`config.mk`:
```
export PLATFORM = sky130hd
export DESIGN_NAME = mem_sram_controller_flat
export DESIGN_NICKNAME = d
export VERILOG_FILES = /design/src/rtl/mem_sram_controller_if.sv /design/src/rtl/mem_sram_controller.sv /design/src/flat_wrapper.sv
export SDC_FILE = /design/constraint.sdc
export NUM_CORES = 1
export LEC_CHECK = 0
export BUFFER_PORTS_ARGS = -buffer_cell sky130_fd_sc_hd__buf_2
export CORE_ASPECT_RATIO = 0.5
export CORE_MARGIN = 2
export CORE_UTILIZATION = 35
export DETAILED_ROUTE_END_ITERATION = 8
export GPL_TIMING_DRIVEN = 1
export HOLD_SLACK_MARGIN = 0.02
export SYNTH_ARGS = -nofsm -noshare
export SYNTH_HDL_FRONTEND = slang
export SYNTH_SLANG_ARGS = --single-unit
```
`constraint.sdc`:
```
create_clock -name clk -period 6.57 [get_ports clk]
set_input_delay 1.314 -clock clk [delete_from_list [all_inputs] [get_ports clk]]
set_output_delay 1.314 -clock clk [all_outputs]
set_load 0.01 [all_outputs]
```
`src/rtl/mem_sram_controller_if.sv`:
```
`default_nettype none
// ============================================================================
// Module   : mem_sram_controller_if
// Brief    : MEM-stage request bus and external 16-bit SRAM pins, bundled.
// Revision : 1.0
// ============================================================================
interface mem_sram_controller_if #(
  parameter int ADDRESS_LEN   = 32,
  parameter int DATA_LEN      = 32,
  parameter int SRAM_ADDR_LEN = 18,
  parameter int SRAM_DATA_LEN = 16
);
  logic                     mem_r_en;
  logic                     mem_w_en;
  logic [ADDRESS_LEN-1:0]   address;
  logic [DATA_LEN-1:0]      write_data;
  logic [DATA_LEN-1:0]      read_data;
  logic                     ready;
  logic [SRAM_ADDR_LEN-1:0] sram_addr;
  logic [SRAM_DATA_LEN-1:0] sram_dq_out;
  logic [SRAM_DATA_LEN-1:0] sram_dq_in;
  logic                     sram_dq_oe;
  logic                     sram_we_n;
  logic                     sram_oe_n;

  // master: pipeline plus SRAM device side; slave: the controller
  modport master (
    output mem_r_en, mem_w_en, address, write_data, sram_dq_in,
    input  read_data, ready, sram_addr, sram_dq_out, sram_dq_oe, sram_we_n, sram_oe_n
  );

  modport slave (
    input  mem_r_en, mem_w_en, address, write_data, sram_dq_in,
    output read_data, ready, sram_addr, sram_dq_out, sram_dq_oe, sram_we_n, sram_oe_n
  );
endinterface
`default_nettype wire

```
`src/rtl/mem_sram_controller.sv`:
```
`default_nettype none
// ============================================================================
// Module   : mem_sram_controller
// Brief    : Splits 32-bit MEM-stage loads/stores into two timed 16-bit
//            asynchronous SRAM accesses and stalls the pipeline meanwhile.
// Revision : 1.0
// ============================================================================
module mem_sram_controller #(
  parameter int ADDRESS_LEN   = 32,
  parameter int DATA_LEN      = 32,
  parameter int SRAM_ADDR_LEN = 18,
  parameter int SRAM_DATA_LEN = 16,
  parameter int BASE_ADDR     = 1024,
  parameter int WAIT_CYCLES   = 3
) (
  input wire logic               clk,
  input wire logic               rst,
  mem_sram_controller_if.slave   bus
);

  typedef enum logic [1:0] {
    S_IDLE = 2'd0,
    S_LOW  = 2'd1,
    S_HIGH = 2'd2,
    S_DONE = 2'd3
  } state_t;

  localparam logic [ADDRESS_LEN-1:0] c_base_addr = ADDRESS_LEN'(BASE_ADDR);
  localparam logic [3:0]             c_last_cnt  = 4'(WAIT_CYCLES - 1);
  localparam int                     c_idx_len   = SRAM_ADDR_LEN - 1;

  state_t                   r_state;
  logic [3:0]               r_wait_cnt;
  logic                     r_is_write;
  logic [c_idx_len-1:0]     r_word_idx;
  logic [SRAM_DATA_LEN-1:0] r_wdata_hi;
  logic [SRAM_DATA_LEN-1:0] r_low_half;
  logic [DATA_LEN-1:0]      r_read_data;
  logic [SRAM_ADDR_LEN-1:0] r_sram_addr;
  logic [SRAM_DATA_LEN-1:0] r_dq_out;
  logic                     r_dq_oe;
  logic                     r_we_n;
  logic                     r_oe_n;

  logic                     w_req;
  logic [ADDRESS_LEN-1:0]   w_byte_off;
  logic [c_idx_len-1:0]     w_word_idx;
  logic [3:0]               w_next_cnt;
  logic                     w_phase_end;
  logic                     w_ready;
  logic                     w_unused_off;

  assign w_req        = bus.mem_r_en | bus.mem_w_en;
  assign w_byte_off   = bus.address - c_base_addr;
  assign w_word_idx   = w_byte_off[c_idx_len+1:2];
  assign w_unused_off = ^{w_byte_off[ADDRESS_LEN-1:c_idx_len+2], w_byte_off[1:0]};
  assign w_next_cnt   = r_wait_cnt + 4'd1;
  assign w_phase_end  = (r_wait_cnt == c_last_cnt);

  always_comb begin
    w_ready = 1'b1;
    case (r_state)
      S_IDLE:         w_ready = !w_req;
      S_LOW, S_HIGH:  w_ready = 1'b0;
      default:        w_ready = 1'b1;
    endcase
  end

  // Strobes are registered one edge ahead, so each phase cycle sees the
  // value computed from the counter value it will hold.
  always_ff @(posedge clk or posedge rst) begin
    if (rst) begin
      r_state     <= S_IDLE;
      r_wait_cnt  <= 4'd0;
      r_is_write  <= 1'b0;
      r_word_idx  <= '0;
      r_wdata_hi  <= '0;
      r_low_half  <= '0;
      r_read_data <= '0;
      r_sram_addr <= '0;
      r_dq_out    <= '0;
      r_dq_oe     <= 1'b0;
      r_we_n      <= 1'b1;
      r_oe_n      <= 1'b1;
    end else begin
      case (r_state)
        S_IDLE: begin
          if (w_req) begin
            r_state     <= S_LOW;
            r_wait_cnt  <= 4'd0;
            r_is_write  <= bus.mem_w_en;
            r_word_idx  <= w_word_idx;
            r_wdata_hi  <= bus.write_data[2*SRAM_DATA_LEN-1:SRAM_DATA_LEN];
            r_sram_addr <= {w_word_idx, 1'b0};
            r_dq_out    <= bus.write_data[SRAM_DATA_LEN-1:0];
            r_dq_oe     <= bus.mem_w_en;
            r_we_n      <= !bus.mem_w_en;
            r_oe_n      <= bus.mem_w_en;
          end
        end
        S_LOW: begin
          if (w_phase_end) begin
            r_state     <= S_HIGH;
            r_wait_cnt  <= 4'd0;
            r_sram_addr <= {r_word_idx, 1'b1};
            r_dq_out    <= r_wdata_hi;
            r_we_n      <= !r_is_write;
            if (!r_is_write) begin
              r_low_half <= bus.sram_dq_in;
            end
          end else begin
            r_wait_cnt <= w_next_cnt;
            r_we_n     <= !r_is_write || (w_next_cnt == c_last_cnt);
          end
        end
        S_HIGH: begin
          if (w_phase_end) begin
            r_state    <= S_DONE;
            r_wait_cnt <= 4'd0;
            r_dq_oe    <= 1'b0;
            r_we_n     <= 1'b1;
            r_oe_n     <= 1'b1;
            if (!r_is_write) begin
              r_read_data <= {bus.sram_dq_in, r_low_half};
            end
          end else begin
            r_wait_cnt <= w_next_cnt;
            r_we_n     <= !r_is_write || (w_next_cnt == c_last_cnt);
          end
        end
        S_DONE: begin
          // Never restarts here: the pipeline may still be holding the request.
          r_state <= S_IDLE;
        end
        default: begin
          r_state <= S_IDLE;
        end
      endcase
    end
  end

  assign bus.ready       = w_ready;
  assign bus.read_data   = r_read_data;
  assign bus.sram_addr   = r_sram_addr;
  assign bus.sram_dq_out = r_dq_out;
  assign bus.sram_dq_oe  = r_dq_oe;
  assign bus.sram_we_n   = r_we_n;
  assign bus.sram_oe_n   = r_oe_n;

endmodule
`default_nettype wire

```
`src/flat_wrapper.sv`:
```
// flat-port wrapper written by rule: the top's interface ports become plain ports
module mem_sram_controller_flat 
#(
  parameter int ADDRESS_LEN   = 32,
  parameter int DATA_LEN      = 32,
  parameter int SRAM_ADDR_LEN = 18,
  parameter int SRAM_DATA_LEN = 16,
  parameter int BASE_ADDR     = 1024,
  parameter int WAIT_CYCLES   = 3
)
  (clk, rst, bus_mem_r_en, bus_mem_w_en, bus_address, bus_write_data, bus_sram_dq_in, bus_read_data, bus_ready, bus_sram_addr, bus_sram_dq_out, bus_sram_dq_oe, bus_sram_we_n, bus_sram_oe_n);
  mem_sram_controller_if #(.ADDRESS_LEN(ADDRESS_LEN), .DATA_LEN(DATA_LEN), .SRAM_ADDR_LEN(SRAM_ADDR_LEN), .SRAM_DATA_LEN(SRAM_DATA_LEN)) bus_i ();
  input wire logic clk;
  input wire logic rst;
  input wire logic [$bits(bus_i.mem_r_en)-1:0] bus_mem_r_en;
  input wire logic [$bits(bus_i.mem_w_en)-1:0] bus_mem_w_en;
  input wire logic [$bits(bus_i.address)-1:0] bus_address;
  input wire logic [$bits(bus_i.write_data)-1:0] bus_write_data;
  input wire logic [$bits(bus_i.sram_dq_in)-1:0] bus_sram_dq_in;
  output wire logic [$bits(bus_i.read_data)-1:0] bus_read_data;
  output wire logic [$bits(bus_i.ready)-1:0] bus_ready;
  output wire logic [$bits(bus_i.sram_addr)-1:0] bus_sram_addr;
  output wire logic [$bits(bus_i.sram_dq_out)-1:0] bus_sram_dq_out;
  output wire logic [$bits(bus_i.sram_dq_oe)-1:0] bus_sram_dq_oe;
  output wire logic [$bits(bus_i.sram_we_n)-1:0] bus_sram_we_n;
  output wire logic [$bits(bus_i.sram_oe_n)-1:0] bus_sram_oe_n;
  assign bus_i.mem_r_en = bus_mem_r_en;
  assign bus_i.mem_w_en = bus_mem_w_en;
  assign bus_i.address = bus_address;
  assign bus_i.write_data = bus_write_data;
  assign bus_i.sram_dq_in = bus_sram_dq_in;
  assign bus_read_data = bus_i.read_data;
  assign bus_ready = bus_i.ready;
  assign bus_sram_addr = bus_i.sram_addr;
  assign bus_sram_dq_out = bus_i.sram_dq_out;
  assign bus_sram_dq_oe = bus_i.sram_dq_oe;
  assign bus_sram_we_n = bus_i.sram_we_n;
  assign bus_sram_oe_n = bus_i.sram_oe_n;
  mem_sram_controller #(.ADDRESS_LEN(ADDRESS_LEN), .DATA_LEN(DATA_LEN), .SRAM_ADDR_LEN(SRAM_ADDR_LEN), .SRAM_DATA_LEN(SRAM_DATA_LEN), .BASE_ADDR(BASE_ADDR), .WAIT_CYCLES(WAIT_CYCLES)) u_core (.clk(clk), .rst(rst), .bus(bus_i));
endmodule
```
After elaboration in Yosys (flattened, before gate mapping)
Index checks and enable logic that the tools add are counted.
Storage, ports and cells
  register bits after elaboration: 125
  input bits: 84
  output and inout bits: 70
  word-level logic and storage cells: 65
Operators by class
  $add $sub $neg: 2
  eq/ne operators: 8
  mux-type cells: 23
  bitwise gates (word level): 2
  reductions and logical operators: 18
Operators with widths (number)
  2-to-1 mux 18 bit: 2
  case mux 18 bit (2 select lines): 1
  2-to-1 mux 16 bit: 2
  case mux 16 bit (2 select lines): 1
  subtractor 19 x 11 -> 19 bit (second input constant): 1
  AND reduction 3 bit: 5
  equality test 4 x 2 -> 1 bit (second input constant): 2
  2-to-1 mux 4 bit: 2
  case mux 2 bit (4 select lines): 1
  case mux 4 bit (2 select lines): 1
  2-to-1 mux 1 bit: 6
  2-to-1 mux 2 bit: 3
  inequality test 2 x 1 -> 1 bit (second input constant): 3
  case mux 1 bit (2 select lines): 3
  AND reduction 2 bit: 3
  nonzero test 2 bit: 3
  adder 4 x 1 -> 4 bit (second input constant): 1
  equality test 2 bit (second input constant): 2
  zero test 1 bit: 3
  case mux 1 bit (3 select lines): 1
  nonzero test 3 bit: 1
  equality test 2 x 1 -> 1 bit (second input constant): 1
  zero test 2 bit: 1
  OR reduction 2 bit: 1
  3 further kinds: 3

Depth between registers and ports, before layout
Gate-level depths: netlist (run 1).
  depth in word-level cells: 5
  mapped depth: 9

Worst setup path before layout (run 1)
No wires, ideal clock.
  path type: input to output
  from: input bus_mem_w_en
  to: output bus_ready
  arrival time: 2035 ps
  required time: 5256 ps
  setup slack: 3221 ps
  stages: 3
  cells stage by stage: nor3b_2 nor2_1 inv_1
On the way
  cells in the longest elaborated chain, start to end: 3
RTL lines
  from (decl): RTL line flat_wrapper.sv:16  | input wire logic [$bits(bus_i.mem_w_en)-1:0] bus_mem_w_en;
  bitwise OR 1 bit: RTL line mem_sram_controller.sv:53  | assign w_req = bus.mem_r_en | bus.mem_w_en;
  zero test 1 bit: RTL line mem_sram_controller.sv:63  | S_IDLE: w_ready = !w_req;
  case mux 1 bit (2 select lines): RTL line mem_sram_controller.sv:62  | case (r_state)
  to (decl): RTL line flat_wrapper.sv:21  | output wire logic [$bits(bus_i.ready)-1:0] bus_ready;
No other way between the ends.

Worst setup path in the final report (run 1)
Ends and elaborated chain as after synthesis.

==> metrics.md, run 1 <==
| Metric | Value |
|---|---|
| Status | finished, final reports clean |
| Reg power frac | 0.381 |
| Mapped cell area | 0.005370 mm2 |
| Clk buf depth | 2 |
| Hold WS | 0.4691 ns |
| Hold Path Class | reg2reg |
| Post-Syn Nets | ~520 |
| CP max-delay cell | nor3b_2 |
| CP delay by family, top | simple AND/OR/NAND/NOR gates |
| CP peak stage delay | 0.55 ns |
| Via count | 3664 |
| Area contributors post-synth | dfrtp_1 57%, mux2_2 16%, mux2i_1 4.7% |
| Initial Util | 0.3643 |
| Hold depth | 2 |
| Min-Delay Startpoint | u_core.bus.sram_oe_n |
| Fillers | 1389 |
| Max-cap violations | 0 |
| Area occupied by multi-input gates | 0.002092 mm2 |
| WP data required | between 5 and 6 ns |
| Clk network pwr share | 0.249 |
| Cells after DPL | 749 |
| Min Clock Period, post-route | 3.853 ns |
| Met1 Routed Length | 5227 um |
| Cts repair resizes | 0 |
| Most common cell in the netlist | dfrtp_1 |
| Antenna violations before repair | 0 |
| Top sig layer | met4 |
| CP Launch Point | bus_mem_w_en |
| RD Place Congestion | 0.7582 |
| Main synth FF type | dfrtp_1 |
| Worst Tran Pin Value | 0.9538 ns |
| Total gr overflow | 0 |
| Htree depth | 4 |
| Crit path depth | 5 |
| Comb pwr share | 0.370 |
| Worst Skew | approximately 0.0086 ns |
| Rows | 31 |
| CP Cell Sequence | buf_2 > nor3b_2 > nor2_1 > inv_1 > buf_2 |
| Synth-to-layout area growth | 26.56% |
| Width of the die | 179.2 um |
| Die area | 0.01641 mm2 |
| Worst Path Buf+Inv | 3 |
| Number of buffers inserted by port buffering | 138 |
| Avg Cell Area, Syn | 12.49 um2 |
| Ys async rst share | 1.000 |
| Global-route wire length before repair | 18840 um |
| Routed length per instance | 14.70 um |
| Clock root cell | clkbuf_16 |
| Worst Path Max Fanout | 9 |
| Post-CTS Repair Setup Buffers | 0 |
| CP Class | in2out |
| Cts bufs inserted | 17 |
| Clk_lat worst skew | 0.40 ns |
| Worst path most repeated cell | buf_2 |
| P per Cell Area | 526.4 mW/mm2 |
| Max transition margin | 0.3641 |
| Post-route cell area | 0.006797 mm2 |
| Layout cells sized above 1 | 0.4450 |
| Vias in the first global route | approximately 3700 |
| Reg2Reg Depth | 5 |
| Startpoint class of the critical path | input pin |
| Setup TNS | 0 ns |
| DRC Markers | 0 |
| CP Data Arrival Time | 2.54 ns |
| Synthesis-stage register bit count | around 130 |
| Endpoint class of the critical path | primary output |
| ANT nets after route | 0 |
| Pre-antenna DRT Iters | 4 |
| Hpwl dp | 7843 um |
| Net Sw Frac | 0.3451 |
| Net Sw Power | 1.235 mW |
| Met3 wire len | 399 um |
| Internal Power | 2.343 mW |
| Final Hold Violating Endpoints | 0 |
| FF+latch area | 0.003131 mm2 |
| Clock Pin Slew Worst Setup and Hold Paths | 0.05 ns |
| Final nets | 664 |
| YS warnings | 0 |
| Post-Syn Instances | 430 |
| Leakage Power | 3.204 nW |
| Area leader, netlist | dfrtp_1 |
| Ant. Diodes | 0 |
| Total track usage | 0.1472 |
| Post-route insts no fill | just under 800 |
| Largest net degree at the start of global routing | 73 |
| WL final | 11470 um |
| Final worst-path cycle share | 0.5865 |
| Hold Buf Count CTS | 0 |
| TritonCTS clock tree | built |
| Post-DP Area | 0.006231 mm2 |
| Synth cell types | 43 |
| Initial DRC Count | 91 |
| Seq/Total Area, Yosys | 0.5829 |
| Max-slew violation count | 0 |
| Die Height | 91.59 um |
| DR WL met2 | 5654 um |
| I/O pin total | 154 |
| Via density | 4.697 |
| Post-synth EDFFs | 0 |
| Fmax | 259.5 MHz |
| TritonCTS sink count | 125 |
| Final Setup Violations | 0 |
| FF-to-FF Start | u_core.r_state[0] |
| Area fraction of the dominant cell type after synthesis | 0.5732 |
| Worst VDD drop | 0.2072 mV |
| RSZ-0062 raised after global routing | no |
| Synth cell count leaders | 123 x dfrtp_1, 75 x mux2_2, 52 x nand2_1 |
| Core area | 0.01474 mm2 |
-- layout by cell type (no fill, tap or decap), types with 2 or more instances in the layout --
cell | synthesis | layout
or2_2 | 2 | 2
inv_1 | 12 | 11
o211ai_1 | 6 | 6
clkinvlp_4 | 0 | 5
a21oi_1 | 6 | 6
clkbuf_16 | 0 | 17
o21ai_1 | 10 | 9
buf_2 | 9 | 138
nand2_1 | 52 | 52
xor2_1 | 2 | 2
ha_1 | 10 | 9
xnor2_1 | 5 | 5
nand3_1 | 7 | 7
nor3b_1 | 2 | 2
mux2_2 | 75 | 75
mux2i_1 | 25 | 25
nand4_1 | 2 | 2
clkinv_2 | 0 | 5
o21ai_0 | 36 | 36
nor2_1 | 11 | 11
nor4_1 | 2 | 2
buf_4 | 0 | 3
dfrtp_1 | 123 | 123
dfstp_2 | 2 | 2
nand2_2 | 2 | 2
bufinv_16 | 0 | 2
-- worst paths after layout --
kind / end / slack, ns
min in group asynchronous: u_core.bus.read_data[27] / 1.10
max reg2reg: u_core.bus.sram_addr[5] / 3.82
max in group asynchronous: u_core.bus.sram_addr[6] / 4.19
min reg2reg: u_core.bus.sram_oe_n / 0.47
max: bus_ready / 2.72
min: u_core.bus.sram_oe_n / 0.47
-- cell families (layout without fill, tap and decap cells) --
kind of cell,count (synthesis),count (layout),synth area share
buffers and inverters,32,184,0.03029
AO/OA/AOI/OAI,66,66,0.07107
flip-flops,125,125,0.5829
XOR/XNOR,7,7,0.01142
AND/OR/NAND/NOR,90,90,0.07712
multiplexers,100,100,0.2039
adder cells (fa/ha/maj),10,10,0.02330
-- worst register-to-register path, delay by kind of cell, from the launching register on --
family / cells / cell delay [ns]
compound gates: 2 / 1.10
simple gates: 1 / 0.59
flops: 1 / 0.44
fa+ha+maj: 1 / 0.32
buf+inv: 1 / 0.13
-- sequential cells by signal, indices dropped and copies added, names as in the netlist --
register	cells
u_core.bus.read_data	32
u_core.r_is_write	1
u_core.r_state	2
u_core.r_wait_cnt	4
u_core.bus.sram_dq_oe	1
u_core.r_low_half	16
u_core.bus.sram_addr	18
u_core.r_word_idx	17
u_core.r_wdata_hi	16
u_core.bus.sram_oe_n	1
u_core.bus.sram_dq_out	16
u_core.bus.sram_we_n	1
-- power by group through the flow --
stage          Combinational, mW  Sequential [mW]  Clock (mW)
3_3_place_gp                1.31             1.36           0
2_1_floorplan              0.844             1.45           0
6_report                    1.32             1.36       0.892
5_1_grt                     1.49             1.41       0.953
4_1_cts                     1.35             1.37       0.915
3_5_place_dp                1.35             1.38           0
-- layer usage --
| metal | up-vias | global-route usage |
|---|---|---|
| met1 | 1796 | 0.1866 |
| li1 | 1783 | - |
| met4 | 0 | 0.06048 |
| met2 | 69 | 0.2429 |
| met5 | - | 0 |
| met3 | 16 | 0.03350 |
-- cell type report --
class                   instances  share of cell area
repair buffers                141              0.1049
multi-input cells             273              0.3078
inverters                      12            0.006996
clock inverters                12             0.01804
flip-flops and latches        125              0.4606
clock buffers                  19             0.06517
well taps                     198             0.03645
-- per-stage QoR --
step	total power, mW	worst slack (ns)	util
after floorplan	2.291	1.932	-
after global placement	2.668	2.790	0.4228
after detailed placement	2.728	2.726	0.4228
after CTS	3.634	2.712	0.4611
after global routing	3.856	2.546	0.4611
final	3.577	2.717	0.4611
(Power assumes the default switching activity.)
==> run 2: changes to the inputs <==
--- a/config.mk
+++ b/config.mk
@@ -5,6 +5,7 @@
 export SDC_FILE = /design/constraint.sdc
 export NUM_CORES = 1
 export LEC_CHECK = 0
+export ABC_AREA = 1
 export BUFFER_PORTS_ARGS = -buffer_cell sky130_fd_sc_hd__buf_2
 export CORE_ASPECT_RATIO = 0.5
 export CORE_MARGIN = 2
==> constraint.sdc (replaced) <==
create_clock -name clk -period 3.9 [get_ports clk]
set_input_delay 0.78 -clock clk [delete_from_list [all_inputs] [get_ports clk]]
set_output_delay 0.78 -clock clk [all_outputs]
set_load 0.01 [all_outputs]
==> metrics.md, run 2 <==
| Metric | Value |
|---|---|
| Final Hold Violating Endpoints | 0 |
| Hpwl dp | 8434 um |
| WP data required | about 3.1 ns |
| Ant. Diodes | 0 |
| Clk buf depth | 2 |
| CP peak stage delay | 0.40 ns |
| Cts repair resizes | 0 |
| Max transition margin | 0.3203 |
| Area contributors post-synth | dfrtp_1 54%, nand2_1 20%, inv_1 4.4% |
| CP Cell Sequence | inv_1 > ha_1 > nand3_2 > inv_2 > nor2_2 > inv_1 > buf_2 |
| Status | finished, final reports clean |
| I/O pin total | 154 |
| Min Clock Period, post-route | about 2.5 ns |
| CP max-delay cell | dfrtp_1 |
| Seq/Total Area, Yosys | 0.5532 |
| Initial DRC Count | 275 |
| Final nets | 913 |
| DR WL met2 | slightly below 6000 um |
| CP delay by family, top | flip-flops |
| Final Setup Violations | 0 |
| Core area | approximately 0.016 mm2 |
| Hold Buf Count CTS | 0 |
| Worst VDD drop | 0.3226 mV |
| Most frequent cells in the layout | 304 x nand2_1, 138 x buf_2, 123 x dfrtp_1, 66 x inv_1, 43 x o21ai_0 |
| Final worst-path cycle share | 0.6517 |
| Top sig layer | met4 |
| Met3 wire len | 606 um |
| Main synth FF type | dfrtp_1 |
| Clock root cell | clkbuf_16 |
| Setup TNS | 0 ns |
| ANT nets after route | 0 |
| Synth cell types | 29 |
| Max reg flops | 32 |
| Total track usage | 0.1581 |
| Max-slew violation count | 0 |
| TritonCTS sink count | 125 |
| CP Class | reg2out |
| Post-route insts no fill | 1036 |
| Max-cap violations | 0 |
| Synthesis-stage register bit count | 125 |
| Clk_lat worst skew | 0.41 ns |
| Post-route cell area | 0.007049 mm2 |
| Tot Pwr | 6.173 mW |
| Cts bufs inserted | 17 |
| Leakage Power | between 3 and 4 nW |
| P per Cell Area | 875.6 mW/mm2 |
| Die area | 0.01726 mm2 |
| Via count | between 4000 and 5000 |
| Post-synth EDFFs | 0 |
| Startpoint class of the critical path | flop |
| Most common cell in the netlist | nand2_1 |
| Most common cell after layout, fill and taps aside | nand2_1 |
| Total gr overflow | 0 |
| Via density | 4.404 |
| Mapped cell area | 0.005659 mm2 |
| Global-route wire length before repair | about 22000 um |
| Clock Pin Slew Worst Setup and Hold Paths | 0.06 ns |
| Initial Util | 0.3624 |
| Layout cells sized above 1 | 0.2428 |
| Pre-antenna DRT Iters | 4 |
| Post-DP Area | 0.006455 mm2 |
| Number of buffers inserted by port buffering | 138 |
| Antenna violations before repair | 0 |
| Die Height | 93.92 um |
| YS warnings | 0 |
| WL final | 12670 um |
| DRC Markers | 0 |
| Worst Path Buf+Inv | 4 |
| CP Data Arrival Time | 1.76 ns |
| Met1 Routed Length | 6017 um |
| RSZ-0062 raised after global routing | no |
| Worst Skew | 0.01507 ns |
| Vias in the first global route | 4622 |
| Area fraction of the dominant cell type after synthesis | 0.5439 |
| Worst path most repeated cell | inv_1 |
| Rows | 32 |
| Post-Syn Instances | approximately 690 |
| RD Place Congestion | 0.7946 |
| Htree depth | 4 |
| Endpoint class of the critical path | primary output |
| Worst Path Max Fanout | 5 |
| Worst Tran Pin Value | 1.018 ns |
| Fmax | between 300 and 400 MHz |
| Final core utilization | 0.4514 |
| Cells after DPL | 1004 |
| Post-CTS Repair Setup Buffers | 0 |
| Area leader, netlist | dfrtp_1 |
| Post-Syn Nets | roughly 800 |
| Ys async rst share | 1.000 |
| Routed length per instance | 12.23 um |
| Synth-to-layout area growth | 24.56% |
| TritonCTS clock tree | built |
| Width of the die | ~180 um |
| Largest net degree at the start of global routing | 71 |
| Hold Path Class | in2async |
| Synth cell count leaders | 304 x nand2_1, 123 x dfrtp_1, 67 x inv_1 |
| Avg Cell Area, Syn | 8.226 um2 |
-- run 2: cell types whose count changed after synthesis, sizes merged, moves of 9 or more --
cell / change
buf: +9
inv: +59
mux2: -75
mux2i: -25
nand2: +253
nand3: +11
nor2: +21
o21ai: +33
-- run 2: cells by family (layout without fill, tap and decap cells) --
logic type      after synthesis  count (layout)  share of synthesized area
compound gates               89              89                    0.08755
fa+ha+maj                    10              10                    0.02211
simple gates                362             362                     0.2534
flops                       125             125                     0.5532
xor+xnor                      1               1                   0.001548
buf+inv                     101             245                    0.08225
-- run 2: metal layers --
| layer | up-vias | GRT usage |
|---|---|---|
| met2 | 77 | 0.2645 |
| li1 | 2387 | - |
| met1 | 2093 | 0.2016 |
| met4 | 0 | 0.05000 |
| met3 | 6 | 0.04147 |
| met5 | - | 0 |
-- run 2: stage by stage --
stage | hold slack [ns] | setup WS (ns)
floorplan | 0.4487 | 1.582
global placement | 0.4530 | 1.543
detailed placement | 0.4538 | 1.505
CTS | 0.3664 | 1.326
global route | 0.3752 | 1.211
finish | 0.3731 | 1.358
-- run 2: path summary, 6_finish.rpt --
check	from	endpoint	slack [ns]	depth (start not counted)
worst max-delay path	u_core.r_state[0]	bus_ready	1.36	7
max in group asynchronous	rst	u_core.r_low_half[15]	2.69	3
worst min-delay path	rst	u_core.bus.read_data[30]	0.37	2
worst min register to register	u_core.bus.sram_we_n	u_core.bus.sram_we_n	0.46	2
min in group clk	u_core.bus.sram_we_n	u_core.bus.sram_we_n	0.46	2
worst max register to register	u_core.r_state[1]	u_core.bus.sram_addr[4]	1.54	9
-- run 2: cell type report --
| cell class | count | area (um2) |
|---|---|---|
| Multi-Input combinational cell | 462 | 2063 |
| Timing Repair Buffer | 142 | 733.2 |
| Sequential cell | 125 | 3131 |
| Clock buffer | 17 | 425.4 |
| Fill cell | 1598 | 8566 |
| Inverter | 71 | 272.8 |
| Clock inverter | 15 | 168.9 |
| Tap cell | 204 | 255.2 |
-- run 2: report_power, final --
group	total, mW	internal, mW	switching [mW]
clock network	1.59	0.915	0.671
logic	2.31	0.842	1.47
registers	2.27	1.94	0.328
-- run 2: worst register-to-register path: stages, from the launching register on --
cell and delay, ns:
dfrtp_1 0.42, inv_1 0.13, ha_1 0.26, buf_4 0.38, nor2_1 0.09, nor2_2 0.16
nand2_4 0.29, inv_4 0.39, nand2_1 0.10, nand2_1 0.07
==> run 3: changes to the inputs <==
==> constraint.sdc (replaced) <==
create_clock -name clk -period 2.6 [get_ports clk]
set_input_delay 0.52 -clock clk [delete_from_list [all_inputs] [get_ports clk]]
set_output_delay 0.52 -clock clk [all_outputs]
set_load 0.01 [all_outputs]
==> metrics.md, run 3 (synthesis results as in run 2) <==
| Metric | Value |
|---|---|
| Endpoint class of the critical path | primary output |
| Setup TNS | 0 ns |
| Worst Path Max Fanout | 5 |
| Worst VDD drop | 0.4949 mV |
| Max-cap violations | 0 |
| Fmax | roughly 440 MHz |
| Fillers | 1580 |
| Crit path depth | 7 |
| Post-route cell area | 0.007104 mm2 |
| Tot Pwr | 9.478 mW |
| Max-slew violation count | 0 |
| DRC Markers | 0 |
| Number of buffers inserted by port buffering | 138 |
| Die area | 0.01726 mm2 |
| Worst Skew | ~0.011 ns |
| Vias in the first global route | 4546 |
| Clock root cell | clkbuf_16 |
| Post-DP Area | 0.006470 mm2 |
| Final worst-path cycle share | 0.8808 |
| Routed length per instance | 12.53 um |
| Core area | 0.01562 mm2 |
| ANT nets after route | 0 |
| Worst Path Buf+Inv | 4 |
| Htree depth | 4 |
| TritonCTS sink count | 125 |
| Layout cells sized above 1 | 0.2434 |
| Total track usage | 0.1612 |
| WP data required | 2.08 ns |
| Most common cell after layout, fill and taps aside | nand2_1 |
| Worst path most repeated cell | inv_1 |
| Reg2Reg Depth | 9 |
| Startpoint class of the critical path | flop |
| CP peak stage delay | 0.40 ns |
| Hold Buf Count CTS | 0 |
| Clock Pin Slew Worst Setup and Hold Paths | 0.06 ns |
| TritonCTS clock tree | built |
| Most frequent cells in the layout | 304 x nand2_1, 138 x buf_2, 123 x dfrtp_1, 66 x inv_1, 43 x o21ai_0 |
| WL final | approximately 13000 um |
| Leakage Power | around 4.0 nW |
| Hold Path Class | in2async |
| I/O pin total | 154 |
| Initial Util | 0.3624 |
| P per Cell Area | between 1000 and 1500 mW/mm2 |
| RSZ-0062 raised after global routing | no |
| Antenna violations before repair | 1 |
| CP Class | reg2out |
| Hold WS | 0.08575 ns |
| Initial DRC Count | 175 |
| Clk_lat worst skew | 0.41 ns |
| Cts bufs inserted | 17 |
| Max reg flops | 32 |
| Max transition margin | 0.4961 |
| Total gr overflow | 0 |
| Status | finished, final reports clean |
| Die Height | roughly 94 um |
| Pre-antenna DRT Iters | 4 |
| Largest net degree at the start of global routing | 71 |
| Final nets | 915 |
| Hpwl dp | around 8500 um |
| Final Hold Violating Endpoints | 0 |
| Via density | around 4.4 |
| Worst Tran Pin Value | 0.7559 ns |
| CP max-delay cell | dfrtp_1 |
| Clk buf depth | 2 |
| Width of the die | 183.8 um |
| Final Setup Violations | 0 |
| CP Cell Sequence | inv_1 > ha_1 > nand3_2 > inv_2 > nor2_2 > inv_1 > buf_2 |
| Cts repair resizes | 0 |
| Post-CTS Repair Setup Buffers | 0 |
| Global-route wire length before repair | approximately 22000 um |
| Synth-to-layout area growth | 25.54% |
| RD Place Congestion | ~0.79 |
| Min Clock Period, post-route | 2.290 ns |
| CP Data Arrival Time | 1.77 ns |
| Rows | 32 |
| Via count | 4603 |
| CP delay by family, top | flip-flops |
[run 3: per-stage QoR]
| stage | worst slack, ns | util | std cells |
|---|---|---|---|
| 2_1_floorplan | 0.5423 | - | 688 |
| 3_3_place_gp | 0.5510 | 0.4143 | 1006 |
| 3_5_place_dp | 0.5322 | 0.4143 | 1006 |
| 4_1_cts | 0.2756 | 0.4548 | 1038 |
| 5_1_grt | 0.1659 | 0.4548 | 1038 |
| 6_report | 0.3100 | 0.4550 | 1039 |
[run 3: worst paths after layout]
check / start / to / slack, ns
worst max-delay path: u_core.r_state[0] / bus_ready / 0.31
worst min-delay path: rst / u_core.r_low_half[1] / 0.09
min in group clk: bus_write_data[24] / u_core.r_wdata_hi[8] / 0.31
worst min register to register: u_core.bus.sram_we_n / u_core.bus.sram_we_n / 0.46
worst max register to register: u_core.r_state[0] / u_core.bus.sram_addr[6] / 0.56
max in group asynchronous: rst / u_core.bus.read_data[14] / 1.65
[run 3: worst reg2reg max path, cell delays in order, from the launching register on]
cell     delay, ns
dfrtp_1       0.42
inv_1         0.13
ha_1          0.28
nand3_2       0.12
inv_2         0.10
nor2_2        0.05
nand2_4       0.38
inv_4         0.28
nand2_1       0.13
nand2_1       0.05
[run 3: layout make-up]
class / instances / area (um2) / area share
clock inverters: 13 / 188.9 / 0.02659
inverters: 71 / 272.8 / 0.03839
diodes: 1 / 2.502 / 0.0003522
flip-flops and latches: 125 / 3131 / 0.4406
repair buffers: 144 / 748.2 / 0.1053
multi-input cells: 462 / 2063 / 0.2904
clock buffers: 19 / 442.9 / 0.06235
well taps: 204 / 255.2 / 0.03593
[run 3: routing by layer]
metal  global-route usage  share of wire
met3              0.05233          0.063
met4              0.05467          0.012
met2               0.2635           0.46
met1               0.2028           0.46
met5                    0              0
[run 3: power breakdown]
group / internal (mW) / total, mW / switching, mW
sequential: 2.92 / 3.41 / 0.488
clock: 1.64 / 2.54 / 0.904
combinational: 1.28 / 3.53 / 2.25
total: 5.83 / 9.48 / 3.65
